[config.mk]
export PLATFORM = sky130hd
export DESIGN_NAME = direct_corr_sched
export DESIGN_NICKNAME = d
export VERILOG_FILES = /design/src/rtl/direct_corr_sched_pkg.sv /design/src/rtl/direct_corr_sched_scan_cnt.sv /design/src/rtl/direct_corr_sched.sv
export SDC_FILE = /design/constraint.sdc
export NUM_CORES = 1
export LEC_CHECK = 0
export BUFFER_PORTS_ARGS = -buffer_cell sky130_fd_sc_hd__buf_4
export CAP_MARGIN = 20
export CORE_AREA = 4 4 244 246
export CTS_BUF_LIST = sky130_fd_sc_hd__clkbuf_4 sky130_fd_sc_hd__clkbuf_8
export DETAILED_ROUTE_END_ITERATION = 7
export DIE_AREA = 0 0 248 250
export HOLD_SLACK_MARGIN = 0.1
export PLACE_DENSITY = 0.53
export SLEW_MARGIN = 10
export SYNTH_ARGS = -nofsm -noshare
export SYNTH_HDL_FRONTEND = slang
export SYNTH_SLANG_ARGS = --single-unit
[constraint.sdc]
create_clock -name i_clk -period 3.9 [get_ports i_clk]
set_input_delay 0.78 -clock i_clk [delete_from_list [all_inputs] [get_ports i_clk]]
set_output_delay 0.78 -clock i_clk [all_outputs]
set_load 0.02 [all_outputs]
[src/rtl/direct_corr_sched_pkg.sv]
// Shared configuration for the RGB-D visual odometry correspondence path.
// Latency: n/a (types and constants only).
// Backpressure: n/a.
package RgbdVoConfigPk;

    localparam int POSE_BW       = 16;
    localparam int POSE_N        = 12;   // 3x4 rigid transform, row-major
    localparam int H_SIZE_BW     = 8;
    localparam int V_SIZE_BW     = 8;
    localparam int CORR_PIPE_LAT = 12;

    typedef logic [POSE_N-1:0][POSE_BW-1:0] pose_t;

    typedef enum logic [1:0] {
        IDLE   = 2'd0,
        STREAM = 2'd1,
        DRAIN  = 2'd2,
        SOLVE  = 2'd3
    } corr_sched_state_e;

endpackage

[src/rtl/direct_corr_sched_scan_cnt.sv]
// Raster x/y pixel counter: x wraps at hsize-1 into y, full wrap at the last pixel.
// Latency: index advances one cycle after an enabled cycle; first/last flags are combinational.
// Backpressure: index holds whenever i_en is low; i_clr has priority over i_en.
// Ports: i_clk/i_rst_n clock and async reset, i_clr/i_en control, i_hsize/i_vsize
//        frame size, o_x/o_y current index, o_first/o_last position flags.
module pixel_scan_cnt
    import RgbdVoConfigPk::*;
(
    input  logic                 i_clk,
    input  logic                 i_rst_n,
    input  logic                 i_clr,
    input  logic                 i_en,
    input  logic [H_SIZE_BW-1:0] i_hsize,
    input  logic [V_SIZE_BW-1:0] i_vsize,
    output logic [H_SIZE_BW-1:0] o_x,
    output logic [V_SIZE_BW-1:0] o_y,
    output logic                 o_first,
    output logic                 o_last
);

    logic [H_SIZE_BW-1:0] x_q, x_d;
    logic [V_SIZE_BW-1:0] y_q, y_d;
    logic                 x_end;

    assign x_end   = (x_q == i_hsize - H_SIZE_BW'(1));
    assign o_first = (x_q == '0) && (y_q == '0);
    assign o_last  = x_end && (y_q == i_vsize - V_SIZE_BW'(1));
    assign o_x     = x_q;
    assign o_y     = y_q;

    always_comb begin
        x_d = x_q;
        y_d = y_q;
        if (i_clr) begin
            x_d = '0;
            y_d = '0;
        end else if (i_en) begin
            if (o_last) begin
                // wrap to origin so the next pass starts clean without an extra clear
                x_d = '0;
                y_d = '0;
            end else if (x_end) begin
                x_d = '0;
                y_d = y_q + V_SIZE_BW'(1);
            end else begin
                x_d = x_q + H_SIZE_BW'(1);
            end
        end
    end

    always_ff @(posedge i_clk or negedge i_rst_n) begin
        if (!i_rst_n) begin
            x_q <= '0;
            y_q <= '0;
        end else begin
            x_q <= x_d;
            y_q <= y_d;
        end
    end

endmodule

[src/rtl/direct_corr_sched.sv]
// Sequences N pose iterations of the direct correspondence pass for one frame pair.
// Latency: first pixel index one cycle after accepted i_start; DRAIN_CYC idle cycles before solve.
// Backpressure: pixel index, frame_start/frame_end hold while i_pix_ready is low.
// Ports: i_start/i_abort control, r_* sizes and iteration count, i_init_pose and
//        solver handshake (i_solve_done/i_solve_pose) in; pixel stream (o_pix_*,
//        o_frame_*), o_pose, o_solve_req, o_iter_idx, o_busy, o_done out.
module direct_corr_sched
    import RgbdVoConfigPk::*;
#(
    parameter int ITER_BW   = 4,
    parameter int DRAIN_CYC = CORR_PIPE_LAT + 4
) (
    input  logic                 i_clk,
    input  logic                 i_rst_n,
    input  logic                 i_start,
    input  logic                 i_abort,
    input  pose_t                i_init_pose,
    input  logic                 i_pix_ready,
    input  logic                 i_solve_done,
    input  pose_t                i_solve_pose,
    input  logic [H_SIZE_BW-1:0] r_hsize,
    input  logic [V_SIZE_BW-1:0] r_vsize,
    input  logic [ITER_BW-1:0]   r_iter_num,
    output logic                 o_pix_valid,
    output logic [H_SIZE_BW-1:0] o_pix_x,
    output logic [V_SIZE_BW-1:0] o_pix_y,
    output logic                 o_frame_start,
    output logic                 o_frame_end,
    output pose_t                o_pose,
    output logic                 o_solve_req,
    output logic [ITER_BW-1:0]   o_iter_idx,
    output logic                 o_busy,
    output logic                 o_done
);

    localparam int DRN_BW = $clog2(DRAIN_CYC + 1);

    corr_sched_state_e    state_q;
    logic [H_SIZE_BW-1:0] hsize_q;
    logic [V_SIZE_BW-1:0] vsize_q;
    logic [ITER_BW-1:0]   iter_num_q;
    logic [ITER_BW-1:0]   iter_idx_q;
    logic [DRN_BW-1:0]    drain_q;
    pose_t                pose_q;
    logic                 pix_valid_q;
    logic                 solve_req_q;
    logic                 done_q;

    logic scan_clr, scan_en, scan_first, scan_last, last_acc;

    // counter sits at origin whenever idle, so no separate clear is needed on start
    assign scan_clr = i_abort || (state_q == IDLE);
    assign scan_en  = pix_valid_q && i_pix_ready;
    assign last_acc = scan_en && scan_last;

    pixel_scan_cnt u_scan (
        .i_clk   (i_clk),
        .i_rst_n (i_rst_n),
        .i_clr   (scan_clr),
        .i_en    (scan_en),
        .i_hsize (hsize_q),
        .i_vsize (vsize_q),
        .o_x     (o_pix_x),
        .o_y     (o_pix_y),
        .o_first (scan_first),
        .o_last  (scan_last)
    );

    always_ff @(posedge i_clk or negedge i_rst_n) begin
        if (!i_rst_n) begin
            state_q     <= IDLE;
            hsize_q     <= '0;
            vsize_q     <= '0;
            iter_num_q  <= '0;
            iter_idx_q  <= '0;
            drain_q     <= '0;
            pose_q      <= '0;
            pix_valid_q <= 1'b0;
            solve_req_q <= 1'b0;
            done_q      <= 1'b0;
        end else begin
            solve_req_q <= 1'b0;
            done_q      <= 1'b0;
            if (i_abort) begin
                // pose intentionally kept so a restart can observe the last estimate
                state_q     <= IDLE;
                pix_valid_q <= 1'b0;
                iter_idx_q  <= '0;
                drain_q     <= '0;
            end else begin
                case (state_q)
                    IDLE: begin
                        if (i_start) begin
                            hsize_q     <= r_hsize;
                            vsize_q     <= r_vsize;
                            iter_num_q  <= (r_iter_num == '0) ? ITER_BW'(1) : r_iter_num;
                            iter_idx_q  <= '0;
                            pose_q      <= i_init_pose;
                            pix_valid_q <= 1'b1;
                            state_q     <= STREAM;
                        end
                    end
                    STREAM: begin
                        if (last_acc) begin
                            pix_valid_q <= 1'b0;
                            drain_q     <= '0;
                            state_q     <= DRAIN;
                        end
                    end
                    DRAIN: begin
                        if (drain_q == DRN_BW'(DRAIN_CYC - 1)) begin
                            drain_q     <= '0;
                            solve_req_q <= 1'b1;
                            state_q     <= SOLVE;
                        end else begin
                            drain_q <= drain_q + DRN_BW'(1);
                        end
                    end
                    SOLVE: begin
                        if (i_solve_done) begin
                            pose_q <= i_solve_pose;
                            if (iter_idx_q == iter_num_q - ITER_BW'(1)) begin
                                done_q  <= 1'b1;
                                state_q <= IDLE;
                            end else begin
                                iter_idx_q  <= iter_idx_q + ITER_BW'(1);
                                pix_valid_q <= 1'b1;
                                state_q     <= STREAM;
                            end
                        end
                    end
                    default: state_q <= IDLE;
                endcase
            end
        end
    end

    assign o_pix_valid   = pix_valid_q;
    assign o_frame_start = pix_valid_q && scan_first;
    assign o_frame_end   = pix_valid_q && scan_last;
    assign o_pose        = pose_q;
    assign o_solve_req   = solve_req_q;
    assign o_iter_idx    = iter_idx_q;
    assign o_busy        = (state_q != IDLE);
    assign o_done        = done_q;

endmodule

==> results of run 1 <==
==> area by class of cell <==
type	count	area, µm²	share of cell area [%]
inverter	27	101	0.550
antenna	2	5.00	0.0271
multi-input combinational	830	5430	29.5
timing repair buffer	642	4910	26.7
clock inverter	4	76.3	0.414
sequential	242	6060	32.9
clock buffer	72	891	4.83
tap	765	957	5.19
==> state kept, by name, indices dropped and copies added, names as in the netlist, 2 cells and up <==
register	cells
o_pose	192
o_iter_idx	4
hsize_q	8
u_scan.o_x	8
u_scan.o_y	8
drain_q	5
iter_num_q	4
state_q	2
vsize_q	8
==> what timing repair did <==
| item | 4_1_cts | 5_1_grt |
|---|---|---|
| endpoints found under the setup margin | 0 | 1 |
| gates resized for setup | 0 | 3 |
| hold buffers | 0 | 0 |
==> critical path: cells and delay by family (launching register included) <==
family | cells | cell delay (ps)
and+or+nand+nor | 3 | 760
DFF | 1 | 440
adders and majority gates | 1 | 180
buffers and inverters | 3 | 450
AOI/OAI and AO/OA | 2 | 470
==> stage by stage <==
step | util, % | instances | area, µm²
finish | 32.1 | 2584 | 18400
global route | 32.1 | 2584 | 18400
CTS | 32.1 | 2582 | 18400
detailed placement | 30.4 | 2506 | 17500
global placement | 30.4 | 2506 | 17500
floorplan | - | 1172 | 11800
==> logic make-up (layout without fill, tap and decap cells) <==
logic type / Yosys count / in the layout / share of synthesized area [%]
muxes: 212 / 212 / 18.1
adders and majority gates: 14 / 14 / 1.48
AOI/OAI and AO/OA: 256 / 256 / 11.9
xor gates and xnor gates: 27 / 27 / 2.00
and+or+nand+nor: 321 / 321 / 12.2
other: 0 / 2 / 0
buffers and inverters: 100 / 745 / 3.18
DFF: 242 / 242 / 51.2
==> per-layer routing <==
| metal | vias up | track usage [%] | wire length (µm) |
|---|---|---|---|
| li1 | 5318 | - | - |
| met1 | 5124 | 15.5 | 16600 |
| met2 | 382 | 24.2 | 23000 |
| met3 | 61 | 3.51 | 3020 |
| met4 | 0 | 4.11 | 1070 |
| met5 | - | 0 | 0 |
==> cells in the final DEF, fill, tap and decap left out, types with 3 or more instances in the layout <==
master / n
o32ai_1: 4
nor2_1: 223
dfrtp_1: 241
o21ai_0: 16
nor2b_1: 5
nand3_1: 12
mux2i_1: 193
nand3b_1: 4
inv_1: 27
nand2_1: 17
a21oi_1: 210
nand2b_1: 7
ha_1: 12
a31oi_1: 3
clkbuf_4: 16
xor2_1: 14
clkbuf_8: 56
buf_4: 634
xnor2_1: 13
buf_12: 7
nand4_1: 8
nor3_1: 13
or3_1: 7
and3_1: 5
mux2_2: 19
==> worst min path at each step <==
stage,endpoint,start,cells past startpoint
after global routing,o_pose[10],i_rst_n,1
after global placement,o_solve_req,drain_q[4],1
after detailed placement,o_solve_req,drain_q[4],1
after floorplan,o_solve_req,drain_q[4],1
final,o_pose[8],i_rst_n,1
after CTS,o_pose[10],i_rst_n,1
==> power groups by stage <==
stage                     clock network, mW  registers, mW  logic, mW
final                                  2.66           4.37       6.24
after floorplan                           0           5.49       2.32
after detailed placement                  0           4.37       6.35
after CTS                              2.78           4.37       6.34
after global placement                    0           4.36       6.26
after global routing                   2.90           4.52       6.79
==> qor.yml, run 1 <==
die-height_um: 250
track_usage_pct: 13.5
peakVddDrop_uv: 322
cp_common_cell: "buf_4"
crit_arrival_ps: 2890
postCtsSetupRepairBufs: 0
power.leakage_nw: 8.01
synthFlopType: "dfrtp_1"
r2r_start: "vsize_q[0]"
fin_ws_ps: 226
ys_types: 55
cts_tree: "done"
cap_violations: 0
place.gp.congestion: 0.812
fin_tns_setup_ps: 0
yosysWarnings: 0
rsz0062_at_grt: "false"
switching_share_pct: 41.0
drc: 0
r2r-end: "drain_q[2]"
synth_area_per_cell_um2: 10.1
fmax_ghz: 0.272
grt_pass1_wl_um: 65400
cts-root-buf: "clkbuf_8"
ioPinCount: 628
rows: 88
drtAntennaViolNets: 0
fin_crit_ps: 3670
max_stage_delay_ps: 440
yosysTopAreaCellShare_pct: 51.2
synthToLayoutAreaGrowth_pct: 55.7
cp_data_required_time_ps: 3120
drt-total-wl_um: 43700
ys_ff_latch: 242
drt_iter0_drc: 452
holdWs_ps: 211
critPathLaunchType: "flip-flop"
netlist_instances: 1172
power.share.sequential_pct: 32.9
firstDrtPassIters: 5
comb_power_share_pct: 47.0
preCtsSetupSlack_ps: 725
num_vias: 10900
start_util_pct: 20.6
syn_area_um2: 11800
grt_max_degree: 167
crit_path_max_fanout: 10
clockBufferDepth: 3
core_um2: 57400
crit_end: "o_frame_end"
synth-edff-count: 0
path_class: "reg2out"
setup_viol: 0
maxSlewHeadroom_pct: 37.9
final_layout_size_suffix_gt1_share_pct: 41.4
viasPerCell: 4.21
path_cells: "inv_1 > ha_1 > or3b_4 > nor4_2 > o2111ai_1 > a311oi_4 > buf_4 > and3_1 > buf_4"
clkTransAtPathRegs_ps: 60
net-switching-power_mw: 5.44
holdCritPathClass: "in2async"
worstSkewPairLatency_ps: 590
synthTopCellsByCount: "242 x dfrtp_1, 223 x nor2_1, 210 x a21oi_1"
synthTopCellsByArea: "dfrtp_1 51%, mux2i_1 16%, a21oi_1 8.9%"
n_fill_cell: 5923
slew_violations: 0
cts_htree_levels: 2
p_int_mw: 7.83
die_x_um: 248
clkPwrFrac_pct: 20.1
post-route-period-util_pct: 94.2
reg2reg_slack_ps: 1030
wl_per_cell_um: 16.9
status: "complete, no violations"
cp_slowest_cell: "dfrtp_1"
finalPower_mw: 13.3
hpwlAfterDp_um: 34100
yosysMostFrequentCell: "dfrtp_1"
first_global_vias: 11300
fin_skew_ps: 34.3
dieArea_um2: 62000
fin_nets: 2214
worstMarginPinSlew_ps: 932
end_kind: "primary output"
syn_nets: 1596
async_flop_share_pct: 100
antenna_found_initial: 2
overflow: 0
report.final.hold_viol_count: 0
numPortBuffers: 627
yosys.area.top_type: "dfrtp_1"
power.density_nw_per_um2: 720
cts_made_buffers: 47
synth-seq-area-share_pct: 51.2
cts.sinks: 242
reg2reg_depth: 10
critPathLaunch: "vsize_q[0]"
Note: power is estimated with default switching activity, not from simulation.
==> run 2, diff against run 1 <==
- CELL_PAD_IN_SITES_DETAIL_PLACEMENT: unset -> 0
- CELL_PAD_IN_SITES_GLOBAL_PLACEMENT: unset -> 1
- CORE_AREA: 4 4 244 246 -> 4 4 242 244
- DIE_AREA: 0 0 248 250 -> 0 0 246 248
- PLACE_DENSITY: 0.53 -> 0.66
==> qor.yml, run 2 (synthesis results as in run 1) <==
status: "complete, no violations"
num_vias: 10800  # -0.79%
final_common_cell: "buf_4"
comb_power_share_pct: 47.7  # +0.7 points
path_class: "reg2out"
clockBufferDepth: 3  # unchanged
die_x_um: 246  # -0.81%
maxSlewHeadroom_pct: 41.3  # +3.4 points
final_layout_size_suffix_gt1_share_pct: 41.5  # +0.087 points
clkPwrFrac_pct: 19.2  # -0.9 points
reg2reg_depth: 9  # -1
worstSkewPairLatency_ps: 580  # about the same
critPathLaunchType: "flip-flop"
fmax_ghz: 0.276  # +1.2%
drt-total-wl_um: 43800  # +0.20%
overflow: 0  # unchanged
net-switching-power_mw: 5.46  # +0.25%
report.final.hold_viol_count: 0  # unchanged
cts_htree_levels: 2  # unchanged
viasPerCell: 4.19  # -0.44%
slew_violations: 0  # unchanged
p_int_mw: 7.72  # -1.4%
path_cells: "inv_1 > ha_1 > or3b_4 > nor4_2 > o2111ai_1 > a311oi_4 > buf_6 > and3_1 > buf_4"
crit_arrival_ps: 2850  # -40 ps
drc: 0  # unchanged
firstDrtPassIters: 5  # unchanged
end_kind: "primary output"
fin_skew_ps: 21.7  # -12.6 ps
switching_share_pct: 41.4  # +0.39 points
start_util_pct: 21.0  # +0.40 points
fin_nets: 2214  # unchanged
power.share.sequential_pct: 33.1  # +0.2 points
power.density_nw_per_um2: 716  # -0.54%
wl_per_cell_um: 17.0  # +0.55%
post-route-util_pct: 32.7  # +0.57 points
drt_iter0_drc: 449  # -0.66%
worstMarginPinSlew_ps: 881  # -51.0 ps
cp_data_required_time_ps: 3120  # about the same
setup_viol: 0  # unchanged
crit_path_max_fanout: 10  # unchanged
numPortBuffers: 627  # unchanged
die-height_um: 248  # -0.80%
clkTransAtPathRegs_ps: 60  # about the same
largest_reg_flops: 192  # unchanged
grt_max_degree: 127  # -24%
cap_violations: 0  # unchanged
rows: 87  # -1.1%
hold_buffers: 0  # unchanged
core_um2: 56300  # -1.9%
hpwlAfterDp_um: 34300  # +0.74%
cts_made_buffers: 46  # -2.1%
peakVddDrop_uv: 287  # -11%
antenna_found_initial: 1  # -1
synthToLayoutAreaGrowth_pct: 55.5
grt_pass1_wl_um: 64400  # -1.6%
holdCritPathClass: "in2async"
fin_crit_ps: 3630  # -45.3 ps
max_stage_delay_ps: 440  # about the same
post-route-period-util_pct: 93.0  # -1.2 points
power.leakage_nw: 8.01  # about the same
place.gp.congestion: 0.805  # -0.84%
track_usage_pct: 13.4  # -0.023 points
first_global_vias: 11100  # -1.9%
cts-root-buf: "clkbuf_8"
ioPinCount: 628  # unchanged
cts.sinks: 242  # unchanged
cts_resized: 0  # unchanged
cp_slowest_cell: "dfrtp_1"
fin_tns_setup_ps: 0  # unchanged
cts_tree: "done"
final_cell_mix: "633 x buf_4, 241 x dfrtp_1, 223 x nor2_1"
drtAntennaViolNets: 0  # unchanged
rsz0062_at_grt: "false"
postCtsSetupRepairBufs: 0  # unchanged
dieArea_um2: 61000  # -1.6%
==> run 2: changes by cell type in the layout (fill, tap and decap cells not counted) <==
cell / delta
clkinv_2: +4
clkbuf_4: -2
buf_4: -1
clkinvlp_4: -1
nor3_1: -1
diode_2: -1
buf_6: +1
buf_12: +1
bufinv_16: -2
clkbuf_8: +2
nor3_2: +1
inv_6: -1
==> run 2: per-stage QoR <==
stage	hold WS, ps	cell area (µm²)	setup slack [ps]	power, mW	std cells
after CTS	185	18400	48.4	13.4	2574
after floorplan	429	11800	958	7.81	1172
after global routing	226	18400	4.47	14.1	2575
final	207	18400	271	13.2	2575
after global placement	457	17500	752	10.7	2498
after detailed placement	465	17500	741	10.8	2498
==> run 2: routing by layer <==
metal	up-vias	share of wire, %	track usage [%]
li1	5326	-	-
met1	5052	39	16.3
met2	355	53	23.7
met3	66	6.1	3.01
met4	0	2.3	4.37
met5	-	0	0
==> run 2: worst max-delay path, delay by kind of cell (launching register included) <==
family | cells | cell delay (ps)
and+or+nand+nor | 3 | 750
DFF | 1 | 440
adders and majority gates | 1 | 180
AOI/OAI and AO/OA | 2 | 470
buffers and inverters | 3 | 420
==> run 2: worst paths after layout <==
check / from / slack, ps / end
worst max-delay path: vsize_q[0] / 270 / o_frame_end
worst min-delay path: i_rst_n / 210 / o_pose[178]
worst max register to register: hsize_q[1] / 1060 / drain_q[2]
worst min register to register: drain_q[4] / 470 / o_solve_req
max in group asynchronous: i_rst_n / 2880 / o_pose[22]
min in group i_clk: r_hsize[6] / 430 / hsize_q[6]
==> run 2: cell type report <==
| class | instances | area (µm²) |
|---|---|---|
| Fill cell | 5848 | 37900 |
| Sequential cell | 242 | 6060 |
| Multi-Input combinational cell | 830 | 5440 |
| Timing Repair Buffer | 643 | 4940 |
| Tap cell | 756 | 946 |
| Clock buffer | 72 | 903 |
| Inverter | 27 | 101 |
| Clock inverter | 4 | 20.0 |
| Antenna cell | 1 | 2.50 |
==> run 2: power groups by stage <==
stage                     sequential, mW  clock, mW  combinational (mW)
after floorplan                     5.49          0                2.32
after global routing                4.51       2.79                6.82
after global placement              4.35          0                6.32
after CTS                           4.37       2.67                6.38
after detailed placement            4.38          0                6.38
final                               4.36       2.53                6.29
